==> config.mk <==
export PLATFORM = sky130hd
export DESIGN_NAME = instruction_fetch
export DESIGN_NICKNAME = d
export VERILOG_FILES = /design/src/rtl/ifetch_pkg.sv /design/src/rtl/if_id_reg.sv /design/src/rtl/instruction_fetch.sv
export SDC_FILE = /design/constraint.sdc
export NUM_CORES = 1
export LEC_CHECK = 0
export BUFFER_PORTS_ARGS = -buffer_cell sky130_fd_sc_hd__buf_2
export CORE_UTILIZATION = 49
export CTS_CLUSTER_SIZE = 28
export DETAILED_ROUTE_END_ITERATION = 6
export GPL_ROUTABILITY_DRIVEN = 0
export PLACE_DENSITY = 0.76
export SLEW_MARGIN = 20
export SYNTH_ARGS = -nofsm -noshare
export SYNTH_HDL_FRONTEND = slang
export SYNTH_SLANG_ARGS = --single-unit
==> constraint.sdc <==
create_clock -name clk -period 1.94 [get_ports clk]
set_clock_uncertainty 0.05 [all_clocks]
set_input_delay 0 -clock clk [delete_from_list [all_inputs] [get_ports clk]]
set_output_delay 0 -clock clk [all_outputs]
set_load 0.03 [all_outputs]
==> src/rtl/ifetch_pkg.sv <==
// Shared constants for the fetch stage: widths, FSM state codes, NOP and the PC increment helper.
package ifetch_pkg;

  localparam int ADDR_W  = 16;
  localparam int INSTR_W = 16;

  localparam logic [1:0] ST_BOOT = 2'd0;
  localparam logic [1:0] ST_RUN  = 2'd1;
  localparam logic [1:0] ST_HALT = 2'd2;

  localparam logic [3:0]         HALT_OPCODE_DEF = 4'hF;
  localparam logic [INSTR_W-1:0] NOP             = 16'h0000;

  // Word-addressed PC; the wrap from FFFF to 0000 is intentional.
  function automatic logic [ADDR_W-1:0] pc_inc(input logic [ADDR_W-1:0] pc);
    return pc + ADDR_W'(1);
  endfunction

endpackage

==> src/rtl/if_id_reg.sv <==
// IF/ID pipeline register: load captures a new instruction, flush drops only the valid bit,
// and the register otherwise holds.
import ifetch_pkg::*;

module if_id_reg (
  input  logic               clk,
  input  logic               rst,
  input  logic               load,
  input  logic               flush,
  input  logic [INSTR_W-1:0] d_instr,
  input  logic [ADDR_W-1:0]  d_pc,
  input  logic [ADDR_W-1:0]  d_pc_plus1,
  output logic               valid,
  output logic [INSTR_W-1:0] instr,
  output logic [ADDR_W-1:0]  pc,
  output logic [ADDR_W-1:0]  pc_plus1
);

  always_ff @(posedge clk) begin
    if (rst) begin
      valid    <= 1'b0;
      instr    <= NOP;
      pc       <= '0;
      pc_plus1 <= '0;
    end else if (load) begin
      valid    <= 1'b1;
      instr    <= d_instr;
      pc       <= d_pc;
      pc_plus1 <= d_pc_plus1;
    end else if (flush) begin
      valid <= 1'b0;
    end
  end

endmodule

==> src/rtl/instruction_fetch.sv <==
// Fetch stage: PC, BOOT/RUN/HALT sequencing and redirect handling in front of the IF/ID register.
// Optional halt-on-opcode behaviour is enabled by defining IFETCH_HALT_EN.
import ifetch_pkg::*;

module instruction_fetch #(
  parameter logic [ADDR_W-1:0] RESET_PC    = 16'h0000,
  parameter logic [3:0]        HALT_OPCODE = HALT_OPCODE_DEF
) (
  input  logic               clk,
  input  logic               rst,
  output logic [ADDR_W-1:0]  imem_addr,
  input  logic [INSTR_W-1:0] imem_data,
  input  logic               redirect_valid,
  input  logic [ADDR_W-1:0]  redirect_pc,
  input  logic               id_ready,
  output logic               id_valid,
  output logic [INSTR_W-1:0] id_instr,
  output logic [ADDR_W-1:0]  id_pc,
  output logic [ADDR_W-1:0]  id_pc_plus1,
  output logic               halted
);

  logic [1:0]        state, state_next;
  logic [ADDR_W-1:0] pc, pc_next;
  logic              load, flush;
  logic              halted_next;

  assign imem_addr = pc;

  // A redirect always wins over a load; a stalled register simply keeps its contents.
  always_comb begin
    state_next  = state;
    pc_next     = pc;
    load        = 1'b0;
    flush       = 1'b0;
    halted_next = halted;
    case (state)
      ST_BOOT: state_next = ST_RUN;
      ST_RUN: begin
        if (redirect_valid) begin
          pc_next = redirect_pc;
          flush   = 1'b1;
        end else if (!id_valid || id_ready) begin
          load    = 1'b1;
          pc_next = pc_inc(pc);
`ifdef IFETCH_HALT_EN
          if (imem_data[15:12] == HALT_OPCODE) begin
            pc_next     = pc;
            halted_next = 1'b1;
            state_next  = ST_HALT;
          end
`endif
        end
      end
`ifdef IFETCH_HALT_EN
      ST_HALT: begin
        if (redirect_valid) begin
          pc_next     = redirect_pc;
          flush       = 1'b1;
          halted_next = 1'b0;
          state_next  = ST_RUN;
        end else if (id_ready) begin
          flush = 1'b1;
        end
      end
`endif
      default: state_next = ST_BOOT;
    endcase
  end

  always_ff @(posedge clk) begin
    if (rst) begin
      state <= ST_BOOT;
      pc    <= RESET_PC;
    end else begin
      state <= state_next;
      pc    <= pc_next;
    end
  end

`ifdef IFETCH_HALT_EN
  always_ff @(posedge clk) begin
    if (rst) halted <= 1'b0;
    else     halted <= halted_next;
  end
`else
  assign halted = 1'b0;
`endif

  if_id_reg u_if_id_reg (
    .clk        (clk),
    .rst        (rst),
    .load       (load),
    .flush      (flush),
    .d_instr    (imem_data),
    .d_pc       (pc),
    .d_pc_plus1 (pc_inc(pc)),
    .valid      (id_valid),
    .instr      (id_instr),
    .pc         (id_pc),
    .pc_plus1   (id_pc_plus1)
  );

endmodule

Word level (Yosys, flattened, before mapping)
Index checks and enable logic that the tools add are counted.

Add/subtract/negate cells: 1. Multiply operators: 0. Div/mod/pow operators: 0. $lt $le $gt $ge: 0. Equality and inequality tests: 1. Shift-type cells: 0. Mux-type cells: 10. Bitwise operators: 0. Reductions and logical operators: 6.

Operators by type and width (number): $mux W16 (2); $add A16 B1 Y16 const B (1); $mux W1 (7); $pmux W2 S2 (1); $reduce_bool A2 Y1 (2); $eq A2 B1 Y1 const B (1); $logic_not A2 Y1 (1); $reduce_and A2 Y1 (1); $logic_not A1 Y1 (1); $logic_or A1 B1 Y1 (1).

Register bits: 67. Bits in latches: 0. RAM bits: 0. Bits in read-only memories: 0. Input bits: 36. Output and inout bits: 66. Word-level logic and storage cells: 24. Memories kept: 0.

Longest topological paths before layout
Gate-level depths: netlist (run 1).

Word-level depth: 6. Gate-level depth with buffers: 6. Mapped depth without buffers: 5.

Hierarchy
Synthesis (run 1) repeated with hierarchy kept, for this count alone.

Cell total of the unflattened synthesis: 322. Area total of the unflattened synthesis: 2989.1 sq um.

Modules (own cells, without submodules): if_id_reg (instances 1, cells each 159, area an instance 1746.7 sq um, sequential area each 980.9 sq um); instruction_fetch (instances 1, cells each 163, area an instance 1242.4 sq um, sequential area each 340.3 sq um).

Worst setup path after synthesis (run 1)
OpenSTA, ideal clock, no wires.

Path type: register -> register. Start: reg pc[3], in the netlist imem_addr[3]. End: reg pc[15], in the netlist imem_addr[15]. Library setup time: 0.074 ns. Arrival time: 1.844 ns. Data required time: 1.816 ns. Setup slack: -0.028 ns. Cell stages (with the launch flop): 6. Buffers on the path: 1. Period minus slack after synthesis: 1.968 ns. Cell sequence: dfxtp_1 -> buf_4 -> nand4_2 -> or4_4 -> or3_1 -> a31oi_1.

Word-level cells in the longest chain between the ends: 3.

Ends and longest elaborated chain: start, declared (line instruction_fetch.sv:24) `logic [ADDR_W-1:0] pc, pc_next;`; start signal, assigned (line instruction_fetch.sv:77) `pc <= pc_next;`; $add A16 B1 Y16 (line ifetch_pkg.sv:16) `return pc + ADDR_W'(1);`; $mux W16 (line instruction_fetch.sv:43) `end else if (!id_valid || id_ready) begin`; $mux W16 (line instruction_fetch.sv:40) `if (redirect_valid) begin`.

No other way between the ends. The select of a mux whose other input is x is not followed. A chain may end at the register's enable or synchronous reset.

Final worst setup path (run 1)
Start: reg pc[1], in the netlist imem_addr[1]. End: reg pc[15], in the netlist imem_addr[15].

The elaborated chain is that of the path after synthesis.

==> reports/qor.yml, run 1 <==
detailed_routing:
  avgViaCountPerCell: 5.48
  wl_mm: 8.29
  via_count: 3050
  met3_length_um: 583
  firstDrtPassIters: 5
  wl_met2_mm: 4.03
  wire_per_inst_um: 14.9
  top_layer_used: "met4"
  drtAntennaViolNets: 0
  wl_met1_mm: 3.50
  drtIter0Drc: 269
  drc: 0
placed_design:
  dp_hpwl_mm: 5.17
  dp_slack_ns: 0.128
  port_buffers: 100
clock_network:
  cts_sinks: 66
  cts_made_buffers: 9
  cts_tree: "built"
  clkTransAtPathRegs_ns: 0.07
  cts_root_buf: "clkbuf_8"
  clock_path_buffers: 2
  clk_latency_ns: 0.34
  h-tree-depth: 3
setup_path:
  worstRegToRegCells: 4
  worstReg2RegStart: "imem_addr[1]"
  end_kind: "flop"
  critPathKind: "flop to flop"
  arrival_ns: 2.08
  critPathRequiredTime_ns: 2.16
  r2r-end: "imem_addr[15]"
  crit_path_max_fanout: 6
  rrSetupSlack_ns: 0.08
  start_kind: "flop"
final_layout:
  fill_cells: 468
  nets: 519
  drive_gt1_share_pct: 29.7
  area_growth_pct: 37.2
  diodes: 0
power_and_ir_drop:
  p_per_area_mw_per_mm2: 800
  leakage_nw: 1.70
  peakVddDrop_uv: 503
  p_total_w: 0.00315
sta:
  tns_ns: 0
  fin_ws_ns: 0.0753
  fin_crit_sh_pct: 96.1
  finalHoldViolCount: 0
  layout_min_cycle_time_ns: 1.86
  rsz0062_at_grt: "no"
  finalSetupViolCount: 0
  drv_slew: 0
  fmax_mhz: 536
synthesis:
  ys.warnings.count: 0
  syn_nets: 394
  synth-edff-count: 0
  async_flop_share_pct: 0
  syn_inst: 357
  syn_area_sq_mm: 0.00287
  synth_common_cells: "nand2_1 (80), dfxtp_1 (66), a21oi_1 (54), clkbuf_1 (23), o21ai_0 (14)"
  synth_top_area_share_pct: 46.0
  yosys.area.top_type: "dfxtp_1"
  synth.avg_cell_area_sq_um: 8.04
  post_synth_num_cell_types: 44
  ys.flop_type: "dfxtp_1"
  seq_area_frac_synth_pct: 46.0
  synth_most_common_cell: "nand2_1"
  synth.area.top_cells: "dfxtp_1 (46%), nand2_1 (10%), a21oi_1 (9.4%), clkbuf_1 (3.0%), o21ai_0 (2.4%)"
  ys_ff_latch: 66
global_routing:
  overflow: 0
  gr-usage-all-layers_pct: 28.2
  grt_max_degree: 39
  antenna_found_initial: 0
  grt_pass1_wl_mm: 13.4
  grt_pass1_vias: 2794
floorplanning:
  initial_core_util_pct: 51.5
  die_h_um: 78.5
  ios: 102
  die_area_sq_mm: 0.00617
  core_sq_mm: 0.00557
  core.rowCount: 27
  die_x_um: 78.5
min_path:
  worstHoldPathCells: 4
  holdCritStartpoint: "redirect_pc[5]"
  hold_class: "input pin to flop"
  min_to: "imem_addr[5]"
job:
  maxCapViolations: 0
outcome:
  status: "complete, no violations"
## worst max-delay path by stage
stage	from	depth (start not counted)	to
floorplan	imem_addr[5]	5	imem_addr[15]
finish	imem_addr[1]	4	imem_addr[15]
global placement	imem_addr[10]	4	imem_addr[15]
CTS	imem_addr[2]	4	imem_addr[15]
detailed placement	imem_addr[1]	4	imem_addr[15]
global route	imem_addr[1]	6	imem_addr[14]
## timing repair
item / in CTS / in global routing
hold buffers: 29 / 0
setup buffers: 0 / 0
endpoints found under the hold margin: 28 / 0
endpoints found under the setup margin: 0 / 3
gates resized for setup: 0 / 2
## per-layer routing
metal	GRT usage, %	vias to the layer above
met5	0	-
met4	12.6	0
met3	6.05	17
met2	45.3	138
met1	36.0	1410
li1	-	1485
## through the flow
step                instances  util [%]  hold slack (ns)  instance area (sq um)
finish                    557      70.6          0.00995                   3940
global route              557      70.6           0.0152                   3940
CTS                       557      70.5          0.00491                   3930
detailed placement        514      61.8            0.197                   3450
global placement          514      61.8            0.189                   3450
floorplan                 357         -           0.0860                   2870
## worst max-delay path, cell delays in order (launching register included)
cell and delay [ns]:
dfxtp_1 0.44, nand4_2 0.21, or4_4 0.58, or3_1 0.34
a31oi_1 0.17
## kinds of logic (layout without fill, tap and decap cells)
kind of cell    Yosys count  count (layout)  share of synthesized area, %
simple gates            138             138                          22.8
compound gates          100             100                          19.9
flops                    66              66                          46.0
buf+inv                  38             166                          6.67
xor+xnor                 12              12                          3.66
fa+ha+maj                 1               1                         0.436
other cells               1               1                         0.131
mux                       1               1                         0.349
## final cells by class
cell class	count	area, sq um	share of cell area, %
Clock buffer	11	151	3.84
Inverter	3	11.3	0.286
Multi-Input combinational cell	253	1370	34.7
Timing Repair Buffer	149	953	24.2
Clock inverter	3	40.0	1.02
Tap cell	72	90.1	2.29
Sequential cell	66	1320	33.6
## flip-flops by register name, indices dropped and copies added, names as in the netlist
signal,cells
imem_addr,16
u_if_id_reg.instr,16
u_if_id_reg.pc,16
u_if_id_reg.pc_plus1,16
state,1
u_if_id_reg.valid,1
## where the power goes
group | internal, W | switching [W] | total, W
Combinational | 0.000201 | 0.000339 | 0.000540
Clock | 0.000645 | 0.000493 | 0.00114
Sequential | 0.00142 | 0.0000504 | 0.00147
Total | 0.00227 | 0.000882 | 0.00315
## layout by cell type, fill, tap and decap left out, types with 5 or more instances in the layout
master	synthesis	layout
dlygate4sd3_1	0	29
a22oi_1	5	5
a31oi_1	9	9
nand3_1	11	11
buf_4	6	19
xnor2_1	6	6
dfxtp_1	66	64
clkbuf_8	0	11
nand2_1	80	80
xor2_1	6	6
a21oi_1	54	54
o21ai_0	14	14
nand4_1	5	5
buf_2	1	100
nor2_1	12	12
Note: power is estimated with default switching activity, not from simulation.
==> run 2, diff against run 1 <==
- ABC_AREA: default -> 1
- CAP_MARGIN: default -> 15
- GPL_ROUTABILITY_DRIVEN: 0 -> default
==> run 2 against run 1 <==
Effect of this change: synthesized cell count up 6.4%; sequential power up 5%; wire length down 5.1%; register-to-register slack better by 0.26 ns; clock-buffer cell count up 1; sequential share of layout area up 0.78 points; first-iteration DRC count down 31%; cell area down 2.4%; power up 3.8%; sequential cell count unchanged; critical endpoint is now u_if_id_reg.pc_plus1[14]; largest cell class is now registers; highest routed layer unchanged.
==> reports/qor.yml, run 2 <==
floorplanning:
  core_sq_mm: 0.00551  # -1.2%
  die_x_um: 77.8  # -0.96%
  die_h_um: 77.8  # -0.96%
  ios: 102  # unchanged
  initial_core_util_pct: 51.1  # -0.39 points
  core.rowCount: 27  # unchanged
  die_area_sq_mm: 0.00605  # -1.9%
clock_network:
  cts_root_buf: "clkbuf_8"
  post_cts_buffers: 0  # unchanged
  clk_latency_ns: 0.34  # about the same
  clock_path_buffers: 2  # unchanged
  clkTransAtPathRegs_ns: 0.07  # about the same
  h-tree-depth: 3  # unchanged
  cts_made_buffers: 9  # unchanged
  cts.repair.resized: 0  # unchanged
  cts_tree: "built"
  cts_sinks: 66  # unchanged
  holdBufCountCts: 32  # +10%
outcome:
  status: "complete, no violations"
final_layout:
  diodes: 0  # unchanged
  final_cell_mix: "buf_2 (100), dfxtp_1 (66), nor2_1 (63), o21ai_0 (61), nand2_1 (50)"
  fill_cells: 477  # +1.9%
  final_common_cell: "buf_2"
  multi_input_area_sq_mm: 0.00128  # -6.7%
  nets: 543  # +4.6%
  area_growth_pct: 36.5
  stdcell_count: 581  # +4.3%
  seq_area_sq_mm: 0.00132  # -0.19%
  drive_gt1_share_pct: 26.1  # -3.6 points
power_and_ir_drop:
  leakage_nw: 1.88  # +11%
  p_per_area_mw_per_mm2: 851  # +6.4%
  peakVddDrop_uv: 527  # +4.7%
setup_path:
  start_kind: "flop"
  critPathKind: "flop to flop"
  crit_path_max_fanout: 6  # unchanged
  r2r-end: "u_if_id_reg.pc_plus1[14]"
  timing.critical_path.cells: "ha_1 -> nand3_1 -> nor2_1 -> nand3_1 -> nand2_1 -> nand2_1 -> o21bai_1 -> inv_1"
  arrival_ns: 1.79  # -0.29 ns
  crit_family: "simple AND/OR/NAND/NOR gates"
  end_kind: "flop"
  slowest_stage: "dfxtp_1"
  crit_path_max_incr_delay_ns: 0.44  # -0.14 ns
  cp_num_buf_inv: 1  # +1
  worstRegToRegCells: 8  # +4
  rrSetupSlack_ns: 0.33  # +0.26 ns
  critPathRequiredTime_ns: 2.13  # -0.03 ns
  worstReg2RegStart: "imem_addr[1]"
global_routing:
  top_usage_layer: "met2"
  grt_pass1_wl_mm: 13.0  # -3.0%
  gr-usage-all-layers_pct: 27.6  # -0.53 points
  grt_max_degree: 51  # +31%
  overflow: 0  # unchanged
  antenna_found_initial: 0  # unchanged
  grt_use_met3_pct: 6.12  # +0.071 points
  grtUsageMet1_pct: 35.6  # -0.36 points
  grt_pass1_vias: 2715  # -2.8%
  grt.met2_usage_pct: 42.7  # -2.6 points
synthesis:
  synth_most_common_cell: "dfxtp_1"
  synth_common_cells: "dfxtp_1 (66), nor2_1 (63), o21ai_0 (61), nand2_1 (50), a21oi_1 (40)"
  synth.area.top_cells: "dfxtp_1 (47%), o21ai_0 (11%), nor2_1 (8.4%), a21oi_1 (7.1%), nand2_1 (6.7%)"
  post_synth_num_cell_types: 24  # -45%
  async_flop_share_pct: 0  # unchanged
  ys.warnings.count: 0  # unchanged
  syn_inst: 380  # +6.4%
  yosys.area.top_type: "dfxtp_1"
  synth-edff-count: 0  # unchanged
  synth_top_area_share_pct: 47.0  # +0.92 points
  ys.flop_type: "dfxtp_1"
  syn_area_sq_mm: 0.00281  # -2.0%
  ys_ff_latch: 66  # unchanged
  syn_nets: 417  # +5.8%
  seq_area_frac_synth_pct: 47.0  # +0.92 points
  synth.avg_cell_area_sq_um: 7.41  # -7.9%
sta:
  finalSetupViolCount: 0  # unchanged
  rsz0062_at_grt: "no"
  drv_slew: 0  # unchanged
  layout_min_cycle_time_ns: 1.61  # -0.258 ns
  fin_crit_sh_pct: 82.8  # -13 points
  tns_ns: 0  # unchanged
  finalHoldViolCount: 0  # unchanged
  fmax_mhz: 622  # +16%
  slew_headroom_pct: 64.0
  max_slew.worst_pin.slew_ns: 0.539
job:
  maxCapViolations: 0  # unchanged
placed_design:
  dp.cells: 535  # +4.1%
  place_congestion: 0.854
  port_buffers: 100  # unchanged
  dp_hpwl_mm: 5.01  # -3.1%
detailed_routing:
  drc: 0  # unchanged
  drtIter0Drc: 185  # -31%
  drtAntennaViolNets: 0  # unchanged
  via_count: 3009  # -1.3%
  wl_mm: 7.86  # -5.1%
  avgViaCountPerCell: 5.18  # -5.4%
  firstDrtPassIters: 5  # unchanged
  wire_per_inst_um: 13.5  # -9.1%
min_path:
  hold_class: "input pin to flop"
  holdCritStartpoint: "redirect_pc[0]"
  worstHoldPathCells: 5  # +1
  min_to: "imem_addr[0]"
==> run 2: worst register-to-register path, stage by stage, from the launching register on <==
cell,delay [ns]
dfxtp_1,0.44
ha_1,0.24
nand3_1,0.13
nor2_1,0.22
nand3_1,0.11
nand2_1,0.07
nand2_1,0.07
o21bai_1,0.13
inv_1,0.05
==> run 2: power breakdown <==
| group | internal, W | leakage, nW | switching (W) | total (W) |
|---|---|---|---|---|
| clock network | 0.000552 | 0.0903 | 0.000497 | 0.00105 |
| logic | 0.000231 | 1.24 | 0.000446 | 0.000677 |
| registers | 0.00146 | 0.545 | 0.0000858 | 0.00154 |
| total | 0.00224 | 1.88 | 0.00103 | 0.00327 |
==> run 2: metal layers <==
metal / part of all wire [%] / routed length (um) / vias to the layer above
met5: 0 / 0 / -
met4: 3.3 / 259 / 0
met3: 6.7 / 527 / 26
met2: 46 / 3590 / 129
met1: 44 / 3480 / 1368
li1: - / - / 1486
==> run 2: metrics by stage <==
| step | power [W] | util [%] | cell area [sq um] | worst slack (ns) | hold WS [ns] |
|---|---|---|---|---|---|
| finish | 0.00327 | 69.8 | 3840 | 0.333 | 0.0212 |
| global route | 0.00342 | 69.8 | 3840 | 0.215 | 0.0529 |
| CTS | 0.00327 | 69.8 | 3840 | 0.355 | 0.0159 |
| detailed placement | 0.00219 | 60.7 | 3340 | 0.384 | 0.179 |
| global placement | 0.00218 | 60.7 | 3340 | 0.447 | 0.172 |
| floorplan | 0.00199 | - | 2810 | 0.289 | 0.0191 |
==> run 2: layout make-up <==
class,count,share of cell area (%)
Clock buffer,12,4.30
Sequential cell,66,34.4
Clock inverter,2,0.326
Tap cell,72,2.35
Multi-Input combinational cell,264,33.2
Inverter,28,2.74
Timing Repair Buffer,137,22.7
==> run 2: cells by family after synthesis <==
| logic type | after synthesis | share of synthesized area (%) |
|---|---|---|
| AOI/OAI and AO/OA | 116 | 21.7 |
| xor gates and xnor gates | 7 | 2.18 |
| adders and majority gates | 1 | 0.445 |
| buffers and inverters | 50 | 7.69 |
| DFF | 66 | 47.0 |
| other | 1 | 0.133 |
| and+or+nand+nor | 139 | 20.9 |
==> run 2: worst max path at each step <==
stage | from | end | slack (ns) | cells past startpoint
2_1_floorplan | imem_addr[1] | u_if_id_reg.pc_plus1[14] | 0.29 | 8
3_3_place_gp | imem_addr[1] | u_if_id_reg.pc_plus1[14] | 0.45 | 8
3_5_place_dp | imem_addr[1] | u_if_id_reg.pc_plus1[14] | 0.38 | 8
4_1_cts | imem_addr[1] | u_if_id_reg.pc_plus1[14] | 0.35 | 8
5_1_grt | imem_addr[1] | u_if_id_reg.pc_plus1[14] | 0.22 | 8
6_report | imem_addr[1] | u_if_id_reg.pc_plus1[14] | 0.33 | 8
